[src/rtl/hazard_ctrl_if.sv]
// hazard_ctrl_if: ID/EX hazard inputs and pipeline stall/flush controls
//   master: pipeline side, drives ID/EX fields, receives controls
//   slave : hazard_ctrl side
interface hazard_ctrl_if #(parameter int CNT_W = 16);
    logic             EX_memread;
    logic [4:0]       EX_Rt;
    logic [4:0]       ID_Rs;
    logic [4:0]       ID_Rt;
    logic             ID_uses_rt;
    logic             ID_branch_taken;
    logic             ID_md_start;
    logic             PC_write;
    logic             IF_ID_write;
    logic             flush_IF_ID;
    logic             flush_ID_EX;
    logic             md_busy;
    logic [CNT_W-1:0] stall_count;
    modport master (
        output EX_memread, EX_Rt, ID_Rs, ID_Rt, ID_uses_rt, ID_branch_taken, ID_md_start,
        input  PC_write, IF_ID_write, flush_IF_ID, flush_ID_EX, md_busy, stall_count
    );
    modport slave (
        input  EX_memread, EX_Rt, ID_Rs, ID_Rt, ID_uses_rt, ID_branch_taken, ID_md_start,
        output PC_write, IF_ID_write, flush_IF_ID, flush_ID_EX, md_busy, stall_count
    );
endinterface

[src/rtl/hazard_ctrl.sv]
// hazard_ctrl: stall/flush control for load-use, taken branch and mult/div occupancy
//   clk, rst : clock, synchronous active-high reset
//   bus      : hazard_ctrl_if.slave (ID/EX fields in, PC/IF_ID/ID_EX controls out,
//              registered md_busy and saturating stall_count out)
module hazard_ctrl #(
    parameter int MD_LATENCY = 4,
    parameter int CNT_W      = 16
) (
    input  logic          clk,
    input  logic          rst,
    hazard_ctrl_if.slave  bus
);
    localparam int MD_W = $clog2(MD_LATENCY);
    typedef enum logic {IDLE, MD_BUSY} state_t;
    state_t           r_state;
    logic [MD_W-1:0]  r_md_cnt;
    logic             r_md_busy;
    logic [CNT_W-1:0] r_stall_count;
    logic             w_lu;
    logic             w_busy;
    logic             w_hold;
    assign w_lu   = bus.EX_memread && (bus.EX_Rt != 5'd0) &&
                    ((bus.EX_Rt == bus.ID_Rs) || (bus.ID_uses_rt && bus.EX_Rt == bus.ID_Rt));
    assign w_busy = (r_state == MD_BUSY);
    // hold the front end: mult/div occupying EX, or a load-use bubble
    assign w_hold = w_busy || w_lu;
    assign bus.PC_write    = !rst && !w_hold;
    assign bus.IF_ID_write = !rst && !w_hold;
    assign bus.flush_IF_ID = rst || (!w_hold && bus.ID_branch_taken);
    assign bus.flush_ID_EX = rst || w_hold;
    assign bus.md_busy     = r_md_busy;
    assign bus.stall_count = r_stall_count;
    always_ff @(posedge clk) begin
        if (rst) begin
            r_state       <= IDLE;
            r_md_cnt      <= '0;
            r_md_busy     <= 1'b0;
            r_stall_count <= '0;
        end else begin
            if (!bus.PC_write && r_stall_count != '1)
                r_stall_count <= r_stall_count + CNT_W'(1);
            case (r_state)
                IDLE: if (!w_lu && bus.ID_md_start) begin
                    // the op enters EX this cycle; MD_LATENCY-1 further cycles remain
                    r_state   <= MD_BUSY;
                    r_md_cnt  <= MD_W'(MD_LATENCY - 2);
                    r_md_busy <= 1'b1;
                end
                default: if (r_md_cnt == '0) begin
                    r_state   <= IDLE;
                    r_md_busy <= 1'b0;
                end else begin
                    r_md_cnt <= r_md_cnt - MD_W'(1);
                end
            endcase
        end
    end
endmodule
[src/flat_wrapper.sv]
// flat-port wrapper written by rule: the top's interface ports become plain ports
module hazard_ctrl_flat 
#(
    parameter int MD_LATENCY = 4,
    parameter int CNT_W      = 16
)
  (clk, rst, bus_EX_memread, bus_EX_Rt, bus_ID_Rs, bus_ID_Rt, bus_ID_uses_rt, bus_ID_branch_taken, bus_ID_md_start, bus_PC_write, bus_IF_ID_write, bus_flush_IF_ID, bus_flush_ID_EX, bus_md_busy, bus_stall_count);
  hazard_ctrl_if #(.CNT_W(CNT_W)) bus_i ();
  input  logic clk;
  input  logic rst;
  input wire logic [$bits(bus_i.EX_memread)-1:0] bus_EX_memread;
  input wire logic [$bits(bus_i.EX_Rt)-1:0] bus_EX_Rt;
  input wire logic [$bits(bus_i.ID_Rs)-1:0] bus_ID_Rs;
  input wire logic [$bits(bus_i.ID_Rt)-1:0] bus_ID_Rt;
  input wire logic [$bits(bus_i.ID_uses_rt)-1:0] bus_ID_uses_rt;
  input wire logic [$bits(bus_i.ID_branch_taken)-1:0] bus_ID_branch_taken;
  input wire logic [$bits(bus_i.ID_md_start)-1:0] bus_ID_md_start;
  output wire logic [$bits(bus_i.PC_write)-1:0] bus_PC_write;
  output wire logic [$bits(bus_i.IF_ID_write)-1:0] bus_IF_ID_write;
  output wire logic [$bits(bus_i.flush_IF_ID)-1:0] bus_flush_IF_ID;
  output wire logic [$bits(bus_i.flush_ID_EX)-1:0] bus_flush_ID_EX;
  output wire logic [$bits(bus_i.md_busy)-1:0] bus_md_busy;
  output wire logic [$bits(bus_i.stall_count)-1:0] bus_stall_count;
  assign bus_i.EX_memread = bus_EX_memread;
  assign bus_i.EX_Rt = bus_EX_Rt;
  assign bus_i.ID_Rs = bus_ID_Rs;
  assign bus_i.ID_Rt = bus_ID_Rt;
  assign bus_i.ID_uses_rt = bus_ID_uses_rt;
  assign bus_i.ID_branch_taken = bus_ID_branch_taken;
  assign bus_i.ID_md_start = bus_ID_md_start;
  assign bus_PC_write = bus_i.PC_write;
  assign bus_IF_ID_write = bus_i.IF_ID_write;
  assign bus_flush_IF_ID = bus_i.flush_IF_ID;
  assign bus_flush_ID_EX = bus_i.flush_ID_EX;
  assign bus_md_busy = bus_i.md_busy;
  assign bus_stall_count = bus_i.stall_count;
  hazard_ctrl #(.MD_LATENCY(MD_LATENCY), .CNT_W(CNT_W)) u_core (.clk(clk), .rst(rst), .bus(bus_i));
endmodule
[config.mk]
export PLATFORM = sky130hd
export DESIGN_NAME = hazard_ctrl_flat
export DESIGN_NICKNAME = d
export VERILOG_FILES = /design/src/rtl/hazard_ctrl_if.sv /design/src/rtl/hazard_ctrl.sv /design/src/flat_wrapper.sv
export SDC_FILE = /design/constraint.sdc
export NUM_CORES = 1
export LEC_CHECK = 0
export CELL_PAD_IN_SITES_DETAIL_PLACEMENT = 2
export CELL_PAD_IN_SITES_GLOBAL_PLACEMENT = 2
export CORE_ASPECT_RATIO = 1.4
export CORE_MARGIN = 3
export CORE_UTILIZATION = 25
export CTS_CLUSTER_DIAMETER = 50
export DETAILED_ROUTE_END_ITERATION = 10
export GPL_ROUTABILITY_DRIVEN = 0
export PLACE_DENSITY_LB_ADDON = 0.1
export RECOVER_POWER = 50
export SETUP_SLACK_MARGIN = 0.1
export SLEW_MARGIN = 25
export SYNTH_ARGS = -nofsm -noshare
export SYNTH_HDL_FRONTEND = slang
export SYNTH_SLANG_ARGS = --single-unit
[constraint.sdc]
create_clock -name clk -period 2.3 [get_ports clk]
set_input_delay 0.345 -clock clk [delete_from_list [all_inputs] [get_ports clk]]
set_output_delay 0.345 -clock clk [all_outputs]
set_load 0.01 [all_outputs]
### Word-level counts from Yosys, hierarchy flattened

Index checks and enable logic that the tools add are counted.

| cells by class | value |
|---|---|
| add/sub/neg operators | 2 |
| $mul | 0 |
| div/mod/pow operators | 0 |
| magnitude comparators | 0 |
| equal/unequal tests | 5 |
| shift-type cells | 0 |
| muxes and demuxes | 9 |
| bitwise logic cells | 0 |
| reductions and logical operators | 20 |

Operator list:

| operator | number |
|---|---|
| adder 16 x 1 -> 16 bit (second input constant) | 1 |
| != test 16 bit (second input constant) | 1 |
| == test 5 bit | 2 |
| logical AND 1 bit | 7 |
| two-way mux 1 bit | 6 |
| two-way mux 2 bit | 3 |
| nonzero test 5 bit | 1 |
| zero test 1 bit | 4 |
| logical OR 1 bit | 4 |
| != test 2 bit (second input constant) | 2 |
| AND reduction 2 bit | 2 |
| zero test 2 bit | 1 |
| nonzero test 2 bit | 1 |
| subtractor 2 x 1 -> 2 bit (second input constant) | 1 |

| word-level totals | value |
|---|---|
| flip-flop bits (word level) | 20 |
| latch bits | 0 |
| memory bits (writable) | 0 |
| ROM bits | 0 |
| output and inout bits | 21 |
| memories kept | 0 |

### Logic depth before layout (Yosys ltp)

| depth | value |
|---|---|
| word-level depth | 9 |
| gate-level depth with buffers | 7 |
| mapped depth without buffers | 7 |

### Worst setup path after synthesis

Ideal clock, no wire load.

| timing | value |
|---|---|
| kind | input to output |
| start | input port bus_EX_Rt[0] |
| end | output port bus_PC_write |
| data arrival time | 1.674 ns |
| path slack | 0.281 ns |
| cell stages on the path | 6 |
| buffers on the path | 1 |
| cells stage by stage | or4_1 > o21a_2 > a21oi_2 > nand2b_1 > inv_1 > buf_4 |

| between the ends | value |
|---|---|
| cells in the longest elaborated chain, start to end | 7 |

RTL lines:

| item | RTL line | source |
|---|---|---|
| start, declared | flat_wrapper.sv:12 | `input wire logic [$bits(bus_i.EX_Rt)-1:0] bus_EX_Rt;` |
| == test 5 bit | hazard_ctrl.sv:23 | `((bus.EX_Rt == bus.ID_Rs) \|\| (bus.ID_uses_rt && bus.EX_Rt == bus.ID_Rt));` |
| logical AND 1 bit | hazard_ctrl.sv:23 |  |
| logical OR 1 bit | hazard_ctrl.sv:23 |  |
| logical AND 1 bit * | hazard_ctrl.sv:22 | `assign w_lu = bus.EX_memread && (bus.EX_Rt != 5'd0) &&` |
| logical OR 1 bit * | hazard_ctrl.sv:26 | `assign w_hold = w_busy \|\| w_lu;` |
| zero test 1 bit * | - |  |
| logical AND 1 bit * | - |  |
| end, declared | flat_wrapper.sv:18 | `output wire logic [$bits(bus_i.PC_write)-1:0] bus_PC_write;` |

Mark *: on every way between the ends. The rest lies on a longest branch, timed or not.

### Worst setup path in the final report

| timing | value |
|---|---|
| start | input port bus_EX_Rt[2] |
| end | output port bus_IF_ID_write |

| between the ends | value |
|---|---|
| cells in the longest elaborated chain, start to end | 7 |

RTL lines:

| item | RTL line | source |
|---|---|---|
| == test 5 bit | hazard_ctrl.sv:23 |  |
| logical AND 1 bit | hazard_ctrl.sv:23 |  |
| logical OR 1 bit | hazard_ctrl.sv:23 |  |
| logical AND 1 bit * | hazard_ctrl.sv:22 |  |
| logical OR 1 bit * | hazard_ctrl.sv:26 |  |
| zero test 1 bit * | hazard_ctrl.sv:28 | `assign bus.IF_ID_write = !rst && !w_hold;` |
| logical AND 1 bit * | hazard_ctrl.sv:28 |  |
| end, declared | flat_wrapper.sv:19 | `output wire logic [$bits(bus_i.IF_ID_write)-1:0] bus_IF_ID_write;` |

Marks and branches as above.

==> impl.org <==
** Setup path
- Biggest fanout along the worst timing path :: 3
- CP endpoint kind :: output pin
- Across all register-to-register paths, the minimum setup slack is 0.48 ns.
- Worst flop-to-flop path startpoint :: u_core.bus.stall_count[0]$_SDFFE_PP0P_
- At the worst endpoint, the required time is 1.96 ns.
- Critical path class :: in2out
- The endpoint identified for the worst register-to-register timing path is u_core.bus.stall_count[8]$_SDFFE_PP0P_.
- The worst setup path is launched from a primary input.
- For the worst flop-to-flop path, the logic depth is 7.
- At the worst endpoint, the arrival time is 1.82 ns.

** Pwr
- Share of total power in combinational logic :: 25.4%
- The clock network is responsible for 31.9% of the overall power.
- Switch share :: 27.60%
- In this run the static leakage power is 0.8556 nW.
- Power comes to 868.5 µW.
- Internal power comes to 628.8 µW.
- Switching power total :: 239.7 µW
- Pwr/cell area :: 443.2 nW/µm²
- The worst-case IR drop observed on VDD is 0.2172 mV.
- Relative contribution of sequential cells to total power :: 42.8%

** Synthesis
- Summing the areas of all compound-gate instances in the mapped netlist gives 17.88% of the synthesized area.
- Simple logic cell fraction of the synthesized area :: 29.21%
- Summing the areas of all fa, ha and maj instances in the mapped netlist gives 2.043% of the synthesized area.
- In the synthesized netlist, the number of instances is 144.
- The average instance in the mapped netlist occupies 8.506 µm².
- Sequential fraction of the synthesis area :: 32.69%
- Of the post-synthesis cell area, the dominant cell type holds 32.69%.
- Post-synth EDFFs :: 0
- Number of library cell types mapped by synthesis :: 49
- Share of cell area taken by muxes after synthesis :: 6.946%
- By count the netlist is led by sky130_fd_sc_hd__dfxtp_1 (20), sky130_fd_sc_hd__nor2_1 (16), sky130_fd_sc_hd__nand2_1 (12).
- The synthesized design contains 20 register bits.
- Of the total synthesized cell area, the portion taken by XOR and XNOR cells is 7.865%.
- Most area-consuming cells after synthesis :: sky130_fd_sc_hd__dfxtp_1 (33%), sky130_fd_sc_hd__xnor2_1 (7.9%), sky130_fd_sc_hd__nor2_1 (4.9%)
- Among all flip-flop cells after synthesis, the most frequent one is sky130_fd_sc_hd__dfxtp_1.
- By instance count, the leading cell after synthesis is sky130_fd_sc_hd__dfxtp_1.
- Of all flip-flops after synthesis, the portion carrying an async set or reset was 0%.
- The synthesized netlist occupies a cell area of 1225 µm².
- Syn_nets :: 167
- Dominant combinational cell family by area after synthesis :: simple AND/OR/NAND/NOR gates
- Summed over all instances, the cell type with the most area after synthesis is sky130_fd_sc_hd__dfxtp_1.
- Yosys warning count :: 0

** Cells and area
- Design Area, Final :: 1959 µm²
- Number of fill cells in the layout :: 561
- Layout cells sized above 1 :: 26.83%
- The net count of the finished layout is 229.
- The area growth from synthesis to layout is 59.96%.
- Diodes inserted :: 0
- Once layout is complete, the utilization of the core stands at 42.19%.

** Detailed routing
- Initial detailed-routing violation count :: 12
- The final layout contains routed wiring with a total length of 4363 µm.
- DRC violations left :: 0
- Dividing the detail-routed wire length by the instance count gives 16.34 µm.
- In the routed layout, each cell is associated on average with a via count of 4.944.
- The final route contains 1320 vias.
- ANT nets after route :: 0
- The pre-antenna-repair detailed-routing pass consisted of 4 iterations.

** Clock network
- TritonCTS built the clock tree.
- The clock passes through at most 2 buffers.
- Clock slew at the register clock pins of the worst setup and hold paths :: 0.08 ns
- Later-pin clock latency in the skew report :: 0.26 ns
- Clock buffers created by TritonCTS :: 3
- Cell chosen for the clock root :: sky130_fd_sc_hd__clkbuf_8
- The clock drives 20 sinks.
- CTS built an H-tree with a depth of 1.

** Floorplanning
- The total area inside the core boundary comes to 4644 µm².
- I/O Pins :: 42
- For this configuration, the core starts out at a cell density of 26.37%.
- The die is 88.82 µm tall.
- Row generation in the floorplan step produced 29 rows.
- The die covers 5788 µm².
- Die X-Extent :: 65.16 µm

** Timing
- Dividing the final minimum period by the clock period gives 93.96%.
- Setup repair after global routing missed its margin :: false
- Final number of hold-violating endpoints :: 0
- Counting I/O delays and the setup requirement, the final critical path takes 2.161 ns.
- Pin slew with the least headroom to its limit :: 0.3010 ns
- Across the routed clock network, the largest skew measured is 0.001323 ns.
- Final max-slew violation count :: 0
- Static timing analysis puts the maximum clock frequency at 462.8 MHz.
- Measured against its own limit, the worst slew margin works out to 79.91%.
- Final-report setup violation count :: 0
- Post-Route Hold Slack :: 0.4644 ns

** Place
- Buffers placed on the I/O ports in this run total 41.
- HPWL after detailed placement :: 3317 µm
- Cell Area, Placed :: 1799 µm²

** Min path
- Worst hold start :: u_core.bus.md_busy$_SDFFE_PP0P_
- Min-Delay Endpoint :: u_core.bus.md_busy$_SDFFE_PP0P_
- Hold crit path type :: reg2reg
- Number of stages on the worst hold path :: 2

** Global routing
- Initial antenna violation count :: 0
- Pin count of the biggest net entering global routing :: 28
- In the global route stage, overall resource usage came out at 16.45%.
- Vias in the first global route :: 1456
- The first global-routing pass estimated 7458 µm of wire.
- The total overflow left after global routing is 0.

** Status
- The flow ran to the end, and the final reports show no timing, DRC or antenna violations.

** Run
- The tool flagged a number of max-cap violations equal to 0.
power groups by stage:
| stage | combinational [mW] | sequential (mW) | clock [mW] |
|---|---|---|---|
| after detailed placement | 0.206 | 0.379 | 0 |
| after CTS | 0.216 | 0.372 | 0.290 |
| after floorplan | 0.0946 | 0.379 | 0 |
| after global routing | 0.245 | 0.374 | 0.306 |
| after global placement | 0.197 | 0.378 | 0 |
| final | 0.220 | 0.372 | 0.277 |
registers in the layout (all words and copies together) (netlist names):
signal and count:
u_core.r_md_cnt 2, u_core.r_state 1, u_core.bus.stall_count 16, u_core.bus.md_busy 1
layout make-up:
type / count / area [µm²] / share of cell area (%)
clock buffers: 4 / 55.05 / 2.810
repair buffers: 61 / 550.5 / 28.10
multi-input cells: 116 / 860.8 / 43.93
well taps: 62 / 77.57 / 3.959
flip-flops and latches: 20 / 400.4 / 20.43
inverters: 4 / 15.01 / 0.7663
timing repair:
action,in CTS,in global routing
endpoints found under the setup margin,15,18
gates resized for setup,29,16
setup buffers,4,1
hold buffers,0,0
pin swaps,8,11
layout by cell type, fill, tap and decap left out, drive strengths merged, types with 2 or more instances in the layout:
cell type and n:
xnor2 11, mux2 6, and2b 2, and4 3, a31oi 2, a21oi 8
dlygate4sd3 17, or3 3, dlygate4sd2 2, nand2b 3, dlymetal6s2s 6, nor2 17
o21ai 5, buf 24, dfxtp 20, inv 4, clkdlybuf4s50 9, nand4 8
nor3 3, nor2b 7, a21o 2, nand3 3, nand2 13, clkbuf 6
a31o 2, o21a 4, ha 2
logic make-up after synthesis:
logic type / Yosys count
simple gates: 66
buf+inv: 8
xor+xnor: 11
fa+ha+maj: 2
flops: 20
mux: 7
compound gates: 30
how the worst max path moves through the flow:
| stage | end | from |
|---|---|---|
| after global routing | bus_IF_ID_write | bus_EX_Rt[2] |
| after floorplan | bus_PC_write | bus_EX_Rt[0] |
| after detailed placement | bus_IF_ID_write | bus_EX_Rt[0] |
| final | bus_IF_ID_write | bus_EX_Rt[2] |
| after CTS | bus_IF_ID_write | bus_EX_Rt[0] |
| after global placement | bus_IF_ID_write | bus_EX_Rt[0] |
layer usage:
| layer | part of all wire (%) | GRT usage, % | wire (µm) |
|---|---|---|---|
| met3 | 4.2 | 2.541 | 182 |
| met4 | 1.3 | 5.094 | 58 |
| met1 | 39 | 18.42 | 1719 |
| met2 | 55 | 31.43 | 2403 |
| met5 | 0 | 0 | 0 |
worst max-delay path, cell delays in order:
cell                              delay, ns
sky130_fd_sc_hd__clkdlybuf4s25_1       0.26
sky130_fd_sc_hd__buf_6                 0.14
sky130_fd_sc_hd__xnor2_2               0.11
sky130_fd_sc_hd__nand4_1               0.17
sky130_fd_sc_hd__buf_4                 0.19
sky130_fd_sc_hd__o22ai_4               0.17
sky130_fd_sc_hd__a21oi_4               0.10
sky130_fd_sc_hd__nand2b_1              0.11
sky130_fd_sc_hd__inv_1                 0.06
sky130_fd_sc_hd__buf_2                 0.14
through the flow:
stage               std cells  TNS (ns)  worst slack [ns]
finish                    267         0            0.1390
global placement          258    -3.361           -0.3892
floorplan                 144         0            0.2810
CTS                       266         0           0.09721
global route              267         0           0.05003
detailed placement        258    -4.648           -0.4586
Note: power is estimated with default switching activity, not from simulation.
